File: src/rtl/cpu_ifetch.sv
// Moxie instruction fetch: one outstanding word fetch feeding an
// 8-entry halfword queue that the decoder drains 1 or 3 halfwords at a time.
module cpu_ifetch #(
    parameter logic [31:0] RESET_PC = 32'h00001000
) (
    input  logic        clk_i,
    input  logic        rst_i,
    output logic        imem_req_o,
    output logic [31:0] imem_addr_o,
    input  logic        imem_ack_i,
    input  logic [31:0] imem_data_i,
    output logic [15:0] ifid_insn_o,
    output logic        ifid_insn_valid_o,
    output logic [31:0] ifid_insn_data_o,
    output logic        ifid_insn_data_valid_o,
    input  logic        idif_used_insn_i,
    input  logic        idif_used_data_i,
    input  logic        branch_i,
    input  logic [31:0] branch_target_i
);

    typedef enum logic [1:0] {
        IDLE,
        FETCH,
        FLUSH
    } state_e;

    state_e      state_q, state_d;
    logic [31:0] addr_q, addr_d;
    logic [31:0] pend_q, pend_d;
    logic [15:0] mem_q [8];
    logic [2:0]  head_q, head_d;
    logic [2:0]  tail_q, tail_d;
    logic [3:0]  count_q, count_d;
    logic        drop_q, drop_d;

    logic        pop_insn;
    logic        pop_data;
    logic [1:0]  pop_n;
    logic [1:0]  push_n;
    logic        accept;
    logic [3:0]  left;
    logic [31:0] tgt_word;
    logic        unused_tgt_bit0;

    assign unused_tgt_bit0 = branch_target_i[0];
    assign tgt_word = {branch_target_i[31:2], 2'b00};

    // A 3-halfword pop is only legal when the immediate is already queued.
    assign pop_insn = idif_used_insn_i && (count_q != 4'd0);
    assign pop_data = pop_insn && idif_used_data_i && (count_q >= 4'd3);
    assign pop_n    = {pop_data, pop_insn};
    assign left     = count_q - 4'(pop_n);

    assign accept = (state_q == FETCH) && imem_ack_i && !branch_i;
    assign push_n = !accept ? 2'd0 : (drop_q ? 2'd1 : 2'd2);

    always_comb begin
        state_d = state_q;
        addr_d  = addr_q;
        pend_d  = pend_q;
        head_d  = head_q + 3'(pop_n);
        tail_d  = tail_q + 3'(push_n);
        count_d = count_q + 4'(push_n) - 4'(pop_n);
        drop_d  = accept ? 1'b0 : drop_q;

        unique case (state_q)
            IDLE: begin
                if (left <= 4'd6) state_d = FETCH;
            end
            FETCH: begin
                if (imem_ack_i) begin
                    state_d = IDLE;
                    addr_d  = addr_q + 32'd4;
                end else if (branch_i) begin
                    state_d = FLUSH;
                end
            end
            FLUSH: begin
                if (imem_ack_i) begin
                    state_d = IDLE;
                    addr_d  = pend_q;
                end
            end
            default: state_d = IDLE;
        endcase

        // The in-flight address must stay stable, so a redirect that
        // arrives mid-fetch is parked in pend_q until the ack drains.
        if (branch_i) begin
            head_d  = 3'd0;
            tail_d  = 3'd0;
            count_d = 4'd0;
            drop_d  = branch_target_i[1];
            if (state_q == IDLE || imem_ack_i) begin
                state_d = IDLE;
                addr_d  = tgt_word;
            end else begin
                state_d = FLUSH;
                pend_d  = tgt_word;
            end
        end
    end

    always_ff @(posedge clk_i or posedge rst_i) begin
        if (rst_i) begin
            state_q <= IDLE;
            addr_q  <= RESET_PC;
            pend_q  <= RESET_PC;
            head_q  <= 3'd0;
            tail_q  <= 3'd0;
            count_q <= 4'd0;
            drop_q  <= 1'b0;
            for (int i = 0; i < 8; i++) mem_q[i] <= 16'h0000;
        end else begin
            state_q <= state_d;
            addr_q  <= addr_d;
            pend_q  <= pend_d;
            head_q  <= head_d;
            tail_q  <= tail_d;
            count_q <= count_d;
            drop_q  <= drop_d;
            if (accept) begin
                if (drop_q) begin
                    mem_q[tail_q] <= imem_data_i[15:0];
                end else begin
                    mem_q[tail_q]        <= imem_data_i[31:16];
                    mem_q[tail_q + 3'd1] <= imem_data_i[15:0];
                end
            end
        end
    end

    assign imem_req_o  = (state_q != IDLE);
    assign imem_addr_o = addr_q;

    assign ifid_insn_o            = mem_q[head_q];
    assign ifid_insn_data_o       = {mem_q[head_q + 3'd1],
                                     mem_q[head_q + 3'd2]};
    assign ifid_insn_valid_o      = (count_q != 4'd0);
    assign ifid_insn_data_valid_o = (count_q >= 4'd3);

endmodule

File: config.mk
export PLATFORM = sky130hd
export DESIGN_NAME = cpu_ifetch
export DESIGN_NICKNAME = d
export VERILOG_FILES = /design/src/rtl/cpu_ifetch.sv
export SDC_FILE = /design/constraint.sdc
export NUM_CORES = 1
export LEC_CHECK = 0
export ABC_AREA = 1
export BUFFER_PORTS_ARGS = -buffer_cell sky130_fd_sc_hd__buf_2
export CORE_MARGIN = 2
export CORE_UTILIZATION = 64
export CTS_BUF_LIST = sky130_fd_sc_hd__clkbuf_8
export DETAILED_ROUTE_END_ITERATION = 6
export PLACE_DENSITY = 0.86
export SLEW_MARGIN = 30
export SYNTH_ARGS = -nofsm -noshare
export SYNTH_HDL_FRONTEND = slang
export SYNTH_SLANG_ARGS = --single-unit
File: constraint.sdc
create_clock -name clk_i -period 12.4 [get_ports clk_i]
set_clock_uncertainty 0.1 [all_clocks]
set_input_delay 1.24 -clock clk_i [delete_from_list [all_inputs] [get_ports clk_i]]
set_output_delay 1.24 -clock clk_i [all_outputs]
set_load 0.05 [all_outputs]
==> flow_metrics.env, run 1 <==
export IMPL_final_instance_count_excl_fill=2238
export IMPL_timing_rr_start="state_q[1]"
export IMPL_synth_area_per_cell_um2=7.15
export IMPL_floorplan_rows=52
export IMPL_cap_violations=0
export IMPL_finalCritPeriodShare_pct=45.2
export IMPL_setup_violations=0
export IMPL_h_tree_depth=2
export IMPL_critPathMaxFanout=91
export IMPL_power_mw=4.32
export IMPL_yosys_most_used_dff="dfrtp_1"
export IMPL_portBuffers=151
export IMPL_drc=0
export IMPL_reg2reg_to="count_q[3]"
export IMPL_seq_area_um2=5090
export IMPL_place_inst=2175
export IMPL_min_period_ns=5.60
export IMPL_fmax_ghz=0.179
export IMPL_power_leakage_nw=6.79
export IMPL_endpoint_kind="primary output"
export IMPL_areaGrowthSynthToFinish_pct=11.4
export IMPL_hold_start="pend_q[20]"
export IMPL_cp_data_required_time_ns=11.06
export IMPL_antenna_cells=0
export IMPL_num_io_pins=153
export IMPL_post_drt_wl_per_cell_um=18.9
export IMPL_die_area_um2=21900
export IMPL_fillers=1699
export IMPL_multi_input_area_um2=6850
export IMPL_hold_buffers=0
export IMPL_netlist_top_cells_area="dfrtp_1 (38%), nand2_1 (13%), o21ai_0 (10%)"
export IMPL_crit_path_start="head_q[0]"
export IMPL_synth_most_common_cell="nand2_1"
export IMPL_utilization_pct=72.8
export IMPL_r2r_slack_ns=8.69
export IMPL_die_h_um=148
export IMPL_core_area_um2=20300
export IMPL_crit_path_start_kind="register"
export IMPL_rsz0062_at_grt="no"
export IMPL_ys_seq_elements=203
export IMPL_numCtsBuffers=37
export IMPL_drt_pass1_iterations=6
export IMPL_rr_worst_depth=14
export IMPL_synth_distinct_cells=50
export IMPL_clock_latency_ns=0.52
export IMPL_postRouteAntennaNets=0
export IMPL_final_nets=2035
export IMPL_hold_viol_final=0
export IMPL_slew_headroom_pct=31.8
export IMPL_vias=14100
export IMPL_outcome="finished, final reports clean"
export IMPL_ys_seq_area_share_pct=38.3
export IMPL_netlist_area_um2=13300
export IMPL_post_cts_setup_buffer_count=0
export IMPL_grt_pass1_wl_um=66900
export IMPL_grt_pass1_vias=13200
export IMPL_synth_top_area_cell="dfrtp_1"
export IMPL_grt_total_usage_pct=38.4
export IMPL_tightestPinTransition_ns=1.02
export IMPL_syn_inst=1855
export IMPL_start_util_pct=65.3
export IMPL_min_path_type="reg -> reg"
export IMPL_dp_hpwl_um=26500
export IMPL_die_x_um=148
export IMPL_cts_max_path_buffers=3
export IMPL_power_density_nw_per_um2=292
export IMPL_synth_top_area_share_pct=37.9
export IMPL_cts_tree="done"
export IMPL_wirelength_um=42400
export IMPL_clk_pin_slew_ns=0.06
export IMPL_grt_max_degree=149
export IMPL_drtIter0Drc=1668
export IMPL_worstPathArrival_ns=4.26
export IMPL_cts_root_buf="clkbuf_8"
export IMPL_cts_resized=0
export IMPL_clkSinkCount=203
export IMPL_critPathKind="reg -> out"
export IMPL_syn_num_nets=1945
export IMPL_grt_overflow=0
export IMPL_ir_drop_uv=361
export IMPL_final_max_slew_viol_count=0
export IMPL_grt_antenna_before_repair=0
export IMPL_via_per_inst=6.30
export IMPL_synthTopCellsByCount="nand2_1 (449), o21ai_0 (275), inv_1 (215)"
export IMPL_drive_gt1_share_pct=14.6
export IMPL_crit_path_end="ifid_insn_data_o[24]"
export IMPL_fin_setup_tns_ns=0
export IMPL_yosys_warnings=0
export IMPL_gp_congestion=0.942
export IMPL_synth_edf_count=0
export IMPL_synthArstFlopShare_pct=100
through the flow:
stage / worst slack (ns) / hold slack, ns / area (um2)
3_5_place_dp: 7.50 / 0.383 / 14000
5_1_grt: 6.75 / 0.423 / 14800
2_1_floorplan: 5.52 / 0.342 / 13300
6_report: 6.80 / 0.397 / 14800
4_1_cts: 6.98 / 0.397 / 14700
3_3_place_gp: 7.59 / 0.359 / 14000
sequential cells by signal (all words and copies together), names as in the netlist:
| signal | flops |
|---|---|
| imem_addr_o | 32 |
| pend_q | 30 |
| state_q | 2 |
| head_q | 3 |
| mem_q | 128 |
| tail_q | 3 |
| count_q | 4 |
| drop_q | 1 |
layout make-up:
| type | count | share of cell area (%) |
|---|---|---|
| Clock buffer | 48 | 4.47 |
| Tap cell | 270 | 2.29 |
| Timing Repair Buffer | 163 | 5.89 |
| Multi-Input combinational cell | 1306 | 46.4 |
| Clock inverter | 14 | 0.534 |
| Sequential cell | 203 | 34.4 |
| Inverter | 234 | 6.03 |
layer usage:
metal  global-route usage, %  share of wire (%)
met4                    19.2                4.8
met1                    51.6                 39
met3                    10.3                 13
met5                       0                  0
met2                    57.9                 44
layout by cell type (no fill, tap or decap), types with 7 or more instances in the layout:
cell type and n:
a21oi_1 105, a221oi_1 11, a22oi_1 7, a31oi_1 9, a32oi_1 15, buf_2 151, buf_4 10, clkbuf_8 48
clkinv_1 16, dfrtp_1 200, ha_1 15, inv_1 224, mux2_2 26, mux2_4 8, nand2_1 449, nand3_1 45
nand4_1 36, nor2_1 93, nor3_1 10, o211ai_1 8, o21ai_0 275, o21ai_1 15, o22ai_1 125
critical path, cell delays in order, from the launching register on:
cell,delay (ns)
dfrtp_4,0.94
ha_1,0.26
buf_4,0.52
clkinv_1,0.82
a21oi_1,0.31
o21ai_0,0.12
a32oi_1,0.39
buf_2,0.35
power by group:
group	switching (mW)	total (mW)	internal, mW	leakage, nW
logic	1.95	2.60	0.650	4.11
clock network	0.283	0.647	0.364	0.428
registers	0.197	1.08	0.880	2.25
total	2.43	4.32	1.89	6.79
how the worst min path moves through the flow:
stage | to | slack (ns) | cells past startpoint
after floorplan | pend_q[5] | 0.34 | 2
after global placement | pend_q[5] | 0.36 | 2
after detailed placement | pend_q[20] | 0.38 | 2
after CTS | pend_q[20] | 0.40 | 2
after global routing | pend_q[8] | 0.42 | 2
final | pend_q[20] | 0.40 | 2
logic make-up (layout without fill, tap and decap cells):
family	count (synthesis)	after routing	synth area share (%)
DFF	203	203	38.3
muxes	34	34	3.11
and+or+nand+nor	655	655	20.3
adders and majority gates	20	20	2.17
AOI/OAI and AO/OA	591	591	25.3
buffers and inverters	346	459	10.4
xor gates and xnor gates	6	6	0.396
Note: power is estimated with default switching activity, not from simulation.
==> run 2, diff against run 1 <==
ABC_AREA = 0   (was 1)
CORE_UTILIZATION = 61   (was 64)
PLACE_DENSITY = 0.83   (was 0.86)
clock period = 5.45 ns   (was 12.4 ns; I/O delays follow)
==> run 2 against run 1 <==
  * Synthesized cell count fell by 33%
  * Final cell count decreased by 27%
  * Utilization fell by 2.0 points
  * Power rose by 84%
  * Critical endpoint unchanged
  * Via count is 18% lower
  * Flip-flop and latch count is the same
  * Hold slack lost 0.26 ns
  * Count of clock-buffer cells in the layout decreased by 6
  * Largest cell class unchanged
  * Critical path type unchanged
  * Die area up 0.47%
  * Critical path depth decreased by 2
  * Sequential share of layout area increased by 0.88 points
  * Design area is 2.5% lower
  * Largest power group unchanged
==> flow_metrics.env, run 2 <==
export IMPL_synthSimpleGateAreaFrac_pct=11.2
export IMPL_ir_drop_uv=440
export IMPL_synthAdderAreaFrac_pct=2.27
export IMPL_slew_headroom_pct=24.5
export IMPL_min_period_ns=4.21
export IMPL_synth_top_family_by_area="compound AO/OA/AOI/OAI gates"
export IMPL_layout_cells_most_common="dfrtp_1"
export IMPL_p_sw_mw=3.90
export IMPL_netlist_top_cells_area="dfrtp_1 (40%), mux2_2 (8.8%), mux4_2 (8.5%)"
export IMPL_hold_start="branch_target_i[10]"
export IMPL_setup_violations=0
export IMPL_via_per_inst=7.06
export IMPL_grt_total_usage_pct=35.2
export IMPL_drive_gt1_share_pct=29.8
export IMPL_cts_tree="done"
export IMPL_finalCritPeriodShare_pct=77.3
export IMPL_crit_path_start="head_q[0]"
export IMPL_synth_mux_area_share_pct=19.1
export IMPL_cts_root_buf="clkbuf_8"
export IMPL_netlist_area_um2=12700
export IMPL_critPathKind="reg -> out"
export IMPL_fillers=1455
export IMPL_grt_max_degree=129
export IMPL_cp_data_required_time_ns=4.81
export IMPL_tightestPinTransition_ns=1.13
export IMPL_portBuffers=151
export IMPL_grt_antenna_before_repair=5
export IMPL_clock_latency_ns=0.54
export IMPL_outcome="finished, final reports clean"
export IMPL_power_frac_seq_pct=30.7
export IMPL_p_int_mw=4.04
export IMPL_postPlaceCellArea_um2=13700
export IMPL_start_util_pct=62.4
export IMPL_synth_top_area_share_pct=39.6
export IMPL_fin_setup_tns_ns=0
export IMPL_cap_violations=0
export IMPL_synth_edf_count=0
export IMPL_rsz0062_at_grt="no"
export IMPL_synthTopCellsByCount="dfrtp_1 (201), nand2_1 (143), a22oi_1 (129)"
export IMPL_postRouteAntennaNets=0
export IMPL_layout_common_cells="dfrtp_1 (198), buf_2 (151), nand2_1 (142), a22oi_1 (129), o21ai_0 (121)"
export IMPL_clkSinkCount=203
export IMPL_synth_area_per_cell_um2=10.2
export IMPL_gp_congestion=0.897
export IMPL_power_leakage_nw=5.91
export IMPL_dp_hpwl_um=23700
export IMPL_synthArstFlopShare_pct=100
export IMPL_power_frac_clock_pct=16.9
export IMPL_grt_pass1_vias=11400
export IMPL_numCtsBuffers=37
export IMPL_clk_pin_slew_ns=0.06
export IMPL_final_nets=1436
export IMPL_vias=11600
export IMPL_floorplan_rows=52
export IMPL_ys_seq_elements=203
export IMPL_cts_resized=0
export IMPL_min_path_type="in -> reg"
export IMPL_yosys_most_used_dff="dfrtp_1"
export IMPL_p_comb_share_pct=52.4
export IMPL_endpoint_kind="primary output"
export IMPL_seq_area_um2=5090
export IMPL_regMostFlops="mem_q"
export IMPL_die_area_um2=22000
export IMPL_multi_input_area_um2=7180
export IMPL_die_x_um=148
export IMPL_yosys_warnings=0
export IMPL_ys_seq_area_share_pct=40.0
export IMPL_post_drt_wl_per_cell_um=23.6
export IMPL_synth_distinct_cells=61
export IMPL_fin_area_um2=14400
export IMPL_cts_max_path_buffers=3
export IMPL_drtIter0Drc=1597
export IMPL_final_max_slew_viol_count=0
export IMPL_syn_num_nets=1337
export IMPL_wirelength_um=38700
export IMPL_synth_most_common_cell="dfrtp_1"
export IMPL_hold_viol_final=0
export IMPL_drc=0
export IMPL_die_h_um=148
export IMPL_num_io_pins=153
export IMPL_synth_xor_xnor_area_share_pct=0.690
export IMPL_h_tree_depth=2
export IMPL_worstPathArrival_ns=3.57
export IMPL_grt_pass1_wl_um=61100
export IMPL_core_area_um2=20400
export IMPL_crit_path_start_kind="register"
export IMPL_drt_pass1_iterations=6
export IMPL_areaGrowthSynthToFinish_pct=13.4
export IMPL_critPathMaxFanout=35
export IMPL_synth_compound_area_share_pct=22.0
export IMPL_grt_overflow=0
export IMPL_syn_inst=1247
export IMPL_power_density_nw_per_um2=551
export IMPL_fmax_ghz=0.237
export IMPL_synth_top_area_cell="dfrtp_1"
export IMPL_timing_rr_start="state_q[1]"
export IMPL_p_sw_share_pct=49.2
export IMPL_largest_reg_flops=128
## run 2: changes by cell type in the layout (fill, tap and decap cells not counted), moves of 23 or more
cell       delta
nor2_1       -42
mux2_2       +73
o21ai_0     -154
a21oi_1      -79
nand4_1      -24
nand3_1      -29
inv_1       -188
mux4_2       +48
nand2_1     -307
a22oi_1     +122
o22ai_1     -120
o2bb2ai_1    +66
mux2i_1      +23
## run 2: path summary, 6_finish.rpt
check	cells after the start	slack, ns	to
max reg2reg	12	2.00	count_q[3]
min reg2reg	1	0.40	mem_q[6]
min in group asynchronous	4	0.54	mem_q[75]
min	2	0.14	imem_addr_o[10]
max	5	1.24	ifid_insn_data_o[24]
max in group asynchronous	5	3.98	pend_q[12]
## run 2: per-stage QoR
step | utilization, % | hold WS, ns | setup slack (ns) | power, mW | cells
detailed placement | 67.1 | 0.391 | 1.79 | 6.55 | 1573
finish | 70.8 | 0.140 | 1.24 | 7.94 | 1641
CTS | 70.4 | 0.131 | 1.22 | 7.90 | 1634
global placement | 66.7 | 0.380 | 1.81 | 6.43 | 1570
global route | 70.8 | 0.151 | 1.12 | 8.34 | 1641
floorplan | - | 0.361 | 1.96 | 5.57 | 1247
## run 2: cell families after synthesis
kind of cell	after synthesis
buf+inv	141
flops	203
simple gates	295
xor+xnor	10
mux	170
compound gates	408
fa+ha+maj	20
## run 2: power groups by stage
stage | logic [mW] | clock network (mW) | registers, mW
floorplan | 2.94 | 0 | 2.63
global placement | 4.02 | 0 | 2.41
detailed placement | 4.12 | 0 | 2.43
CTS | 4.13 | 1.35 | 2.41
global route | 4.43 | 1.42 | 2.49
finish | 4.16 | 1.35 | 2.44
## run 2: critical path, cell delays in order, from the launching register on
cell and delay [ns]:
dfrtp_4 0.69, ha_1 0.80, buf_4 0.45, mux4_2 0.55, mux2_2 0.31, buf_2 0.22
## run 2: per-layer routing
metal,GRT usage (%),vias up,part of all wire (%),wire length [um]
li1,-,4967,-,-
met1,47.1,5667,37,14500
met2,54.1,788,47,18000
met3,9.29,164,11,4400
met4,16.3,2,4.6,1790
met5,0,-,0.034,13
## run 2: area by class of cell
type / count / area share [%]
multi-input cells: 903 / 49.8
diodes: 4 / 0.0695
inverters: 23 / 0.625
flip-flops and latches: 203 / 35.3
well taps: 270 / 2.34
clock buffers: 42 / 4.01
repair buffers: 178 / 7.22
clock inverters: 18 / 0.608
## run 2: what timing repair did
action / 4_1_cts / 5_1_grt
setup endpoints to repair: 0 / 0
hold endpoints to repair: 1 / 0
buffers inserted: 0 / 0
hold buffers: 1 / 0
